## config.mk

```make
export PLATFORM = sky130hd
export DESIGN_NAME = muldiv_unit
export DESIGN_NICKNAME = d
export VERILOG_FILES = /design/src/rtl/muldiv_unit.sv
export SDC_FILE = /design/constraint.sdc
export NUM_CORES = 1
export LEC_CHECK = 0
export ABC_AREA = 1
export CORE_MARGIN = 2
export CORE_UTILIZATION = 40
export CTS_BUF_LIST = sky130_fd_sc_hd__clkbuf_8
export CTS_CLUSTER_DIAMETER = 150
export DETAILED_ROUTE_END_ITERATION = 8
export PLACE_DENSITY = 0.68
export RECOVER_POWER = 50
export SYNTH_ARGS = -nofsm -noshare
export SYNTH_HDL_FRONTEND = slang
export SYNTH_SLANG_ARGS = --single-unit
export TNS_END_PERCENT = 1
```

## constraint.sdc

```tcl
create_clock -name clk -period 6.13 [get_ports clk]
set_input_delay 1.226 -clock clk [delete_from_list [all_inputs] [get_ports clk]]
set_output_delay 1.226 -clock clk [all_outputs]
set_load 0.02 [all_outputs]
```

## src/rtl/muldiv_unit.sv

```systemverilog
// Iterative RV32M multiply/divide unit: shift-add multiply, restoring divide, one bit per cycle.
// Define MULDIV_FAST_MUL_EN to compute multiplies with a single-cycle signed product instead.
module muldiv_unit #(
  parameter int unsigned DATA_W     = 32,
  parameter int unsigned RF_ADDRESS = 5
) (
  input  logic                  clk,
  input  logic                  reset,
  input  logic                  start,
  input  logic [2:0]            funct3,
  input  logic [DATA_W-1:0]     rs1,
  input  logic [DATA_W-1:0]     rs2,
  input  logic [RF_ADDRESS-1:0] rd_in,
  input  logic                  flush,
  output logic                  busy,
  output logic                  done,
  output logic [DATA_W-1:0]     result,
  output logic [RF_ADDRESS-1:0] rd_out
);

  localparam int unsigned CntW = $clog2(DATA_W);

  typedef enum logic [2:0] {StIdle, StPrep, StCalc, StFix, StDone} state_e;

  state_e                state_q, state_d;
  logic [2:0]            op_q, op_d;
  logic [DATA_W-1:0]     rs1_q, rs1_d;
  logic [DATA_W-1:0]     rs2_q, rs2_d;
  logic [RF_ADDRESS-1:0] rd_q, rd_d;
  logic [DATA_W-1:0]     hi_q, hi_d;
  logic [DATA_W-1:0]     lo_q, lo_d;
  logic [DATA_W-1:0]     dvs_q, dvs_d;
  logic [CntW-1:0]       cnt_q, cnt_d;
  logic                  neg_q, neg_d;
  logic                  neg_rem_q, neg_rem_d;
  logic [DATA_W-1:0]     result_q, result_d;
  logic [RF_ADDRESS-1:0] rd_out_q, rd_out_d;

  // Operand decode
  logic              is_div, sign_a, sign_b, neg_a, neg_b;
  logic [DATA_W-1:0] abs_a, abs_b;
  logic              div_zero, div_ovf;
  logic [DATA_W-1:0] special_res;

  assign is_div = op_q[2];
  assign sign_a = is_div ? ~op_q[0] : (op_q[1:0] != 2'b11);
  assign sign_b = is_div ? ~op_q[0] : ~op_q[1];
  assign neg_a  = sign_a & rs1_q[DATA_W-1];
  assign neg_b  = sign_b & rs2_q[DATA_W-1];
  assign abs_a  = neg_a ? -rs1_q : rs1_q;
  assign abs_b  = neg_b ? -rs2_q : rs2_q;

  assign div_zero = is_div && (rs2_q == '0);
  assign div_ovf  = is_div && !op_q[0] && (rs1_q == {1'b1, {(DATA_W-1){1'b0}}}) && (rs2_q == '1);

  always_comb begin
    special_res = '0;
    if (div_zero) begin
      special_res = op_q[1] ? rs1_q : '1;
    end else begin
      special_res = op_q[1] ? '0 : rs1_q;
    end
  end

  // Iteration datapath
  logic [DATA_W:0] mul_sum;
  logic [DATA_W:0] div_shift, div_diff;

  assign mul_sum   = {1'b0, hi_q} + ({1'b0, dvs_q} & {(DATA_W+1){lo_q[0]}});
  assign div_shift = {hi_q, lo_q[DATA_W-1]};
  assign div_diff  = div_shift - {1'b0, dvs_q};

  // Sign fix-up and output select
  logic [2*DATA_W-1:0] prod, prod_fix;
  logic [DATA_W-1:0]   quot_fix, rem_fix, fix_res;

  assign prod     = {hi_q, lo_q};
  assign prod_fix = neg_q ? -prod : prod;
  assign quot_fix = neg_q ? -lo_q : lo_q;
  assign rem_fix  = neg_rem_q ? -hi_q : hi_q;

  always_comb begin
    fix_res = '0;
    if (is_div) begin
      fix_res = op_q[1] ? rem_fix : quot_fix;
    end else if (op_q[1:0] == 2'b00) begin
      fix_res = prod_fix[DATA_W-1:0];
    end else begin
      fix_res = prod_fix[2*DATA_W-1:DATA_W];
    end
  end

`ifdef MULDIV_FAST_MUL_EN
  // Sign-extension to 2*DATA_W keeps the low 2*DATA_W bits of the (DATA_W+1)-bit signed product.
  logic signed [2*DATA_W-1:0] fast_a, fast_b, fast_prod;

  assign fast_a    = {{DATA_W{neg_a}}, rs1_q};
  assign fast_b    = {{DATA_W{neg_b}}, rs2_q};
  assign fast_prod = fast_a * fast_b;
`endif

  always_comb begin
    state_d   = state_q;
    op_d      = op_q;
    rs1_d     = rs1_q;
    rs2_d     = rs2_q;
    rd_d      = rd_q;
    hi_d      = hi_q;
    lo_d      = lo_q;
    dvs_d     = dvs_q;
    cnt_d     = cnt_q;
    neg_d     = neg_q;
    neg_rem_d = neg_rem_q;
    result_d  = result_q;
    rd_out_d  = rd_out_q;

    unique case (state_q)
      StIdle: begin
        if (start && !flush) begin
          op_d    = funct3;
          rs1_d   = rs1;
          rs2_d   = rs2;
          rd_d    = rd_in;
          state_d = StPrep;
        end
      end
      StPrep: begin
        neg_d     = neg_a ^ neg_b;
        neg_rem_d = neg_a;
        cnt_d     = CntW'(DATA_W - 1);
        hi_d      = '0;
        dvs_d     = is_div ? abs_b : abs_a;
        lo_d      = is_div ? abs_a : abs_b;
        if (div_zero || div_ovf) begin
          result_d = special_res;
          rd_out_d = rd_q;
          state_d  = StDone;
        end else begin
          state_d = StCalc;
`ifdef MULDIV_FAST_MUL_EN
          if (!is_div) begin
            hi_d    = fast_prod[2*DATA_W-1:DATA_W];
            lo_d    = fast_prod[DATA_W-1:0];
            neg_d   = 1'b0;
            state_d = StFix;
          end
`endif
        end
      end
      StCalc: begin
        cnt_d = cnt_q - 1'b1;
        if (is_div) begin
          // Remainder in hi, dividend shifts out of lo while quotient bits shift in.
          if (!div_diff[DATA_W]) begin
            hi_d = div_diff[DATA_W-1:0];
            lo_d = {lo_q[DATA_W-2:0], 1'b1};
          end else begin
            hi_d = div_shift[DATA_W-1:0];
            lo_d = {lo_q[DATA_W-2:0], 1'b0};
          end
        end else begin
          hi_d = mul_sum[DATA_W:1];
          lo_d = {mul_sum[0], lo_q[DATA_W-1:1]};
        end
        if (cnt_q == '0) begin
          state_d = StFix;
        end
      end
      StFix: begin
        result_d = fix_res;
        rd_out_d = rd_q;
        state_d  = StDone;
      end
      StDone: begin
        state_d = StIdle;
      end
      default: begin
        state_d = StIdle;
      end
    endcase

    // A flush in DONE is ignored: the result has already been delivered.
    if (flush && (state_q != StIdle) && (state_q != StDone)) begin
      state_d  = StIdle;
      result_d = result_q;
      rd_out_d = rd_out_q;
    end
  end

  always_ff @(posedge clk) begin
    if (reset) begin
      state_q   <= StIdle;
      op_q      <= '0;
      rs1_q     <= '0;
      rs2_q     <= '0;
      rd_q      <= '0;
      hi_q      <= '0;
      lo_q      <= '0;
      dvs_q     <= '0;
      cnt_q     <= '0;
      neg_q     <= 1'b0;
      neg_rem_q <= 1'b0;
      result_q  <= '0;
      rd_out_q  <= '0;
    end else begin
      state_q   <= state_d;
      op_q      <= op_d;
      rs1_q     <= rs1_d;
      rs2_q     <= rs2_d;
      rd_q      <= rd_d;
      hi_q      <= hi_d;
      lo_q      <= lo_d;
      dvs_q     <= dvs_d;
      cnt_q     <= cnt_d;
      neg_q     <= neg_d;
      neg_rem_q <= neg_rem_d;
      result_q  <= result_d;
      rd_out_q  <= rd_out_d;
    end
  end

  assign busy   = (state_q != StIdle);
  assign done   = (state_q == StDone);
  assign result = result_q;
  assign rd_out = rd_out_q;

endmodule

```

---- Word level (Yosys, flattened, before mapping) ----
Index checks and enable logic that the tools add are counted.
storage, ports and cells
  flip-flop bits (word level) ............. 215
  input bits .............................. 76
  output and inout port bits .............. 39
  word-level logic and storage cells ...... 90
cells by class
  add/subtract/negate cells ............... 8
  equality and inequality tests ........... 11
  mux-type cells .......................... 30
  bitwise operators ....................... 7
  reductions and logical operators ........ 21
operator list
  kind                                                  number
  two-way mux 32 bit                                    16
  one-hot mux 32 bit (2 select lines)                   3
  negator 32 bit                                        4
  equality test 32 bit (second input constant)          2
  two-way mux 64 bit                                    1
  negator 64 bit                                        1
  adder 32 x 33 -> 33 bit                               1
  AND 32 x 33 -> 33 bit                                 1
  subtractor 33 x 32 -> 33 bit                          1
  logical NOT 32 bit                                    1
  one-hot mux 5 bit (2 select lines)                    2
  one-hot mux 3 bit (4 select lines)                    1
  two-way mux 3 bit                                     3
  != test 2 bit (second input constant)                 4
  logical AND 1 bit                                     7
  equality test 3 x 2 -> 1 bit (second input constant)  2
  logical NOT 5 bit                                     1
  two-way mux 5 bit                                     1
  subtractor 5 x 1 -> 5 bit (second input constant)     1
  AND reduction 2 bit                                   2
  nonzero test 2 bit                                    2
  equality test 3 x 1 -> 1 bit (second input constant)  1
  equality test 3 bit (second input constant)           1
  logical NOT 3 bit                                     1
  11 further kinds                                      17

---- Logic depth before layout (Yosys ltp) ----
  depth in word-level cells ............... 7
  mapped depth ............................ 20
  mapped depth without buffers ............ 19

---- Least setup slack after synthesis ----
OpenSTA, ideal clock, no wires.
  path type ............................... flip-flop to flip-flop
  from .................................... reg lo_q[0]
  to ...................................... reg hi_q[29]
  arrival time ............................ 2,533 ps
  required time ........................... 5,998 ps
  path slack .............................. 3,465 ps
  cell stages (with the launch flop) ...... 20
  period minus slack after synthesis ...... 2,665 ps
  cells stage by stage .................... dfxtp_1 > buf_2 > buf_1 > nand2_1 > inv_1 > ha_1 > inv_1 > fa_1 > o21ai_0 > nand2_1 > nand2_1 > nand2_1 > nand2_1 > nand2_1 > nand3_1 > nand3_1 > nand2_1 > inv_1 > nand2_1 > a21oi_1
on the way
  longest elaborated chain between the ends .. 4
ends and longest elaborated chain
  element                              line  source
  from (decl)                          31    logic [DATA_W-1:0] lo_q, lo_d;
  from (signal assigned)               212   lo_q <= lo_d;
  AND 32 x 33 -> 33 bit                69    assign mul_sum = {1'b0, hi_q} + ({1'b0, dvs_q} & {(DATA_W+1){lo_q[0]}});
  adder 32 x 33 -> 33 bit              69
  two-way mux 32 bit                   152   if (is_div) begin
  one-hot mux 32 bit (2 select lines)  117   unique case (state_q)
  to (signal assigned)                 211   hi_q <= hi_d;
  to (decl)                            30    logic [DATA_W-1:0] hi_q, hi_d;
No other way between the ends.
A chain may end at the register's enable or synchronous reset.

---- Worst setup path after layout ----
  from .................................... reg op_q[2]
  to ...................................... reg lo_q[10]
on the way
  longest elaborated chain between the ends .. 5
  elaborated cells between the ends (all ways) .. 9
  classes of those cells .................. mux (7); bitwise (2)
ends and longest elaborated chain
  element                                       line    source
  from (decl)                                   26      logic [2:0] op_q, op_d;
  from (signal assigned)                        207     op_q <= op_d;
  two-way mux 1 bit, on equally long branches   47, 46
  AND 1 bit, on equally long branches           49, 48
  two-way mux 32 bit, on equally long branches  51, 50
  two-way mux 32 bit                            133     lo_d = is_div ? abs_a : abs_b;
  one-hot mux 32 bit (2 select lines) *         117
Mark *: on every way between the ends. The rest lies on a longest branch, timed or not.

==> out/metrics.sh <==
SYNTH_TOP_CELLS_BY_AREA='sky130_fd_sc_hd__dfxtp_1 20%, sky130_fd_sc_hd__nand2_1 20%, sky130_fd_sc_hd__nand3_1 9.2%'
RR_STARTPOINT='op_q[2]'
SYNTH_SIMPLE_GATE_AREA_FRAC=0.414
INTERNAL_POWER_uW=3890
MAPPEDNETLISTAREA_SQ_UM=21000
CLOCK_PIN_SLEW_OF_THE_REGISTERS_ON_THE_WORST_CASE_SETUP_AND_HOLD_PATHS_NS=0.07
FP.DIEH_UM=233
CELLS_ALONG_THE_CRITICAL_PATH='inv_4, a21oi_1, nor2_1, clkbuf_1, nand2_1, xor2_1, nand2_1, o211ai_1, a31oi_1'
DRT.ANTENNA.VIOLATING_NETS=0
FILL_CELLS=5747
SETUP.REG_TO_REG.WORST_SLACK_NS=1.41
FINAL_CORE_UTIL=0.451
DP_CELLS=4454
MAX-CLOCK-PATH-BUFFERS=3
SYNTH-COMPOUND-AREA-SHARE=0.174
AREA.GROWTH.SYNTH_TO_FINAL_PCT=10.8
CORE_REGION_AREA_SQ_UM=51600
START_UTIL=0.407
CLOCK-SINKS=215
NETLIST_INSTANCES=3806
SWITCHING_SHARE=0.553
DIE-WIDTH_UM=233
LARGEST_STAGE_DELAY_ON_THE_CRITICAL_PATH_NS=1.07
CTS_HOLD_BUFFERS=0
YS_ASYNC_SR_FRACTION=0
GLOBAL_ROUTE.OVERFLOW_TOTAL=0
GRT_PASS1_WL_UM=137000
POWER.SHARE.CLOCK=0.166
LENGTH_IN_CELLS_OF_THE_WORST_REG_TO_REG_PATH=9
RELSLEWSLACK=-1.64
DP.FINAL_HPWL_UM=71100
MAPPEDNETLISTNETS=3955
FINAL_AREA_SQ_UM=23300
SYNTH_TOP_FAMILY_BY_AREA='simple AND/OR/NAND/NOR gates'
PORT_BUFFERS=114
YOSYSSEQAREASHARE=0.205
P_LEAK_uW=0.0113
VIOLATIONS_IN_THE_FINAL_REPORTS='max-capacitance violations, max-slew violations'
OUTCOME='complete, but fails checks'
CTS_BUFFERS=39
CRITICAL-PATH-SLOWEST-CELL='sky130_fd_sc_hd__nor2_1'
FINAL_MAX_SLEW_VIOL_COUNT=220
TIMING.CRITICAL_PATH.ARRIVAL_NS=5.02
FIN_WS_NS=1.41
YS.FLOP_TYPE='sky130_fd_sc_hd__dfxtp_1'
FINAL_CELL_MIX='1,141 x sky130_fd_sc_hd__nand2_1, 500 x sky130_fd_sc_hd__inv_1, 388 x sky130_fd_sc_hd__nand3_1, 371 x sky130_fd_sc_hd__nor2_1, 301 x sky130_fd_sc_hd__a21oi_1'
HOLDPATHSTAGES=2
GRT_PASS1_VIAS=23000
POST_SYNTH_NUM_CELL_TYPES=49
LAYOUTNONFILLERINSTCOUNT=4521
CLKLATENCYLATEPIN_NS=0.61
YOSYSTOPAREACELLSHARE=0.205
POST_SYNTHESIS_MUX_AREA_SHARE=0
LAYOUT.NETS=3964
FLOORPLAN.DIE_AREA_SQ_UM=54300
FINAL_WL_UM=91100
SYNTH_ADDER_AREA_SHARE=0.0442
POSTCTSSETUPREPAIRBUFS=0
P_PER_AREA_nW_PER_UM2=374
CRITPATHLAUNCH='op_q[2]'
FINALHOLDVIOLCOUNT=0
TRITONCTS='yes'
GRT_START_MAX_NET_PINS=76
SYNTH-EDFF-COUNT=0
WORST_SLEW_PIN_SLEW_NS=3.96
PATH_MAX_FANOUT=53
WORST_PATH_MOST_REPEATED_CELL='sky130_fd_sc_hd__nand2_1'
COMB_POWER_SHARE=0.615
ANT_DIODES=0
MAXCAPVIOLATIONS=4
FINALCRITICALPERIOD_NS=4.72
CTS_REPAIR_RESIZE_COUNT=0
FIRST_DRT_ITERATION_DRCS=3085
AVG_INST_SIZE_SYNTH_SQ_UM=5.52
MOSTFREQUENTLAYOUTCELL='sky130_fd_sc_hd__nand2_1'
IR_WORST_VDD_V=0.000216
PLACEMENT_ROWS=83
DETAILED_PLACE.AREA_SQ_UM=22500
SYNTH_SEQ_CELLS=215
WORSTPATHREQUIRED_NS=6.43
ROUTE.VIAS.TOTAL=25500
ANTENNA_FOUND_INITIAL=2
CRIT_TYPE='flop to flop'
IOS=115
MIN_TO='result[0]'
WORSTSETUPSTARTPOINTTYPE='flop'
POWER_FRAC_SEQ=0.219
SETUP.WORST_PATH.END_CLASS='flop'
SKEW_NS=0.0318
DRT-PASS1-ITER-COUNT=8
FINALSETUPTNS_NS=0
VIAS_PER_CELL=5.64
SWITCHINGPOWER_uW=4810
SYNTH_LARGEST_AREA_CELL='sky130_fd_sc_hd__dfxtp_1'
PLACEMENT.SETUP.WORST_SLACK_NS=2.33
FINAL.PERIOD_UTILIZATION=0.770
RATIO_OF_CELLS_WITH_DRIVE_ABOVE_1_IN_THE_FINAL_LAYOUT=0.0359
SYNTHESIS.YOSYS.WARNINGS=0
RSZ0062_AT_GRT='false'
HOLD_PATH.CLASS='flop to flop'
TIMING.HOLD.WORST.START='result[0]'
REG2REG_TO='lo_q[10]'
WL_PER_CELL_UM=20.2
GLOBAL_ROUTE.USAGE.TOTAL=0.329
HTREEDEPTH=2
GP_CONGESTION=1.10
MAXCLOCKFREQUENCY_MHz=212
DRC_ERRORS=0
SETUP_VIOL=0
CLOCK-ROOT-BUFFER='sky130_fd_sc_hd__clkbuf_8'
SYNTHXORXNORAREAFRAC=0.0384
==> power groups by stage <==
stage | Clock [uW] | Sequential (uW) | Combinational [uW]
6_report | 1440 | 1910 | 5350
5_1_grt | 1510 | 1910 | 5880
4_1_cts | 1450 | 1880 | 5200
3_5_place_dp | 0 | 1910 | 5170
3_3_place_gp | 0 | 1910 | 5190
2_1_floorplan | 0 | 1790 | 3750
==> cells in the mapped netlist (3+ instances only) <==
cell type,number
sky130_fd_sc_hd__nand2_2,7
sky130_fd_sc_hd__o21ai_1,6
sky130_fd_sc_hd__clkbuf_1,119
sky130_fd_sc_hd__dfxtp_1,215
sky130_fd_sc_hd__ha_1,71
sky130_fd_sc_hd__buf_2,23
sky130_fd_sc_hd__nand2_1,1141
sky130_fd_sc_hd__and3_1,3
sky130_fd_sc_hd__nor3_1,76
sky130_fd_sc_hd__nor2_2,14
sky130_fd_sc_hd__xnor2_1,16
sky130_fd_sc_hd__nand3b_1,11
sky130_fd_sc_hd__a31oi_1,25
sky130_fd_sc_hd__or2_2,5
sky130_fd_sc_hd__nand3_2,5
sky130_fd_sc_hd__buf_4,3
sky130_fd_sc_hd__nand4_1,44
sky130_fd_sc_hd__xor2_1,76
sky130_fd_sc_hd__nor2_1,373
sky130_fd_sc_hd__o211ai_1,66
sky130_fd_sc_hd__a21oi_1,301
sky130_fd_sc_hd__buf_6,5
sky130_fd_sc_hd__a21o_1,6
sky130_fd_sc_hd__o21bai_1,8
sky130_fd_sc_hd__o21ai_2,3
sky130_fd_sc_hd__o22ai_1,14
sky130_fd_sc_hd__o21ai_0,230
sky130_fd_sc_hd__buf_1,26
sky130_fd_sc_hd__inv_2,9
sky130_fd_sc_hd__inv_1,492
sky130_fd_sc_hd__nand3_1,388
==> per-stage QoR <==
| stage | power (uW) | hold WS (ns) |
|---|---|---|
| 6_report | 8700 | 0.462 |
| 5_1_grt | 9300 | 0.481 |
| 4_1_cts | 8530 | 0.464 |
| 3_5_place_dp | 7080 | 0.455 |
| 3_3_place_gp | 7100 | 0.454 |
| 2_1_floorplan | 5540 | 0.437 |
==> per-layer routing <==
layer,wire [um],global-route usage
met5,27,0
met4,5620,0.181
met3,9550,0.0643
met2,38300,0.497
met1,37700,0.440
==> flip-flops by register name, summed over array words and instances (netlist names) <==
signal     flops
cnt_q          5
dvs_q         32
hi_q          32
lo_q          32
neg_q          1
neg_rem_q      1
op_q           3
rd_out         5
rd_q           5
result        32
rs1_q         32
rs2_q         32
state_q        3
==> logic make-up (layout without fill, tap and decap cells) <==
family | after synthesis | in the layout
fa+ha+maj | 73 | 73
simple gates | 2078 | 2078
compound gates | 670 | 670
flops | 215 | 215
buf+inv | 678 | 713
xor+xnor | 92 | 92
==> cell type report <==
| cell class | instances | area [sq um] | area share |
|---|---|---|---|
| tap | 680 | 851 | 0.0366 |
| sequential | 215 | 4310 | 0.185 |
| timing repair buffer | 144 | 1340 | 0.0577 |
| inverter | 502 | 1890 | 0.0812 |
| multi-input combinational | 2913 | 14100 | 0.606 |
| clock buffer | 45 | 619 | 0.0266 |
| clock inverter | 22 | 163 | 0.00699 |
==> worst max-delay path by stage <==
stage                 to  slack, ns  cells past startpoint
4_1_cts         lo_q[17]       2.31                      8
3_5_place_dp     lo_q[5]       2.33                      8
5_1_grt        rs1_q[10]       1.03                      8
2_1_floorplan   hi_q[29]       3.46                     19
6_report        lo_q[10]       1.41                      9
3_3_place_gp    lo_q[19]       2.38                      8
==> worst max-delay path: cells and delay by family, from the launching register on <==
| kind | cells | cell delay, ns |
|---|---|---|
| buf+inv | 2 | 1.42 |
| simple gates | 3 | 1.31 |
| flops | 1 | 0.83 |
| xor+xnor | 1 | 0.36 |
| compound gates | 3 | 0.45 |
Power figures use the tool's default switching activity.
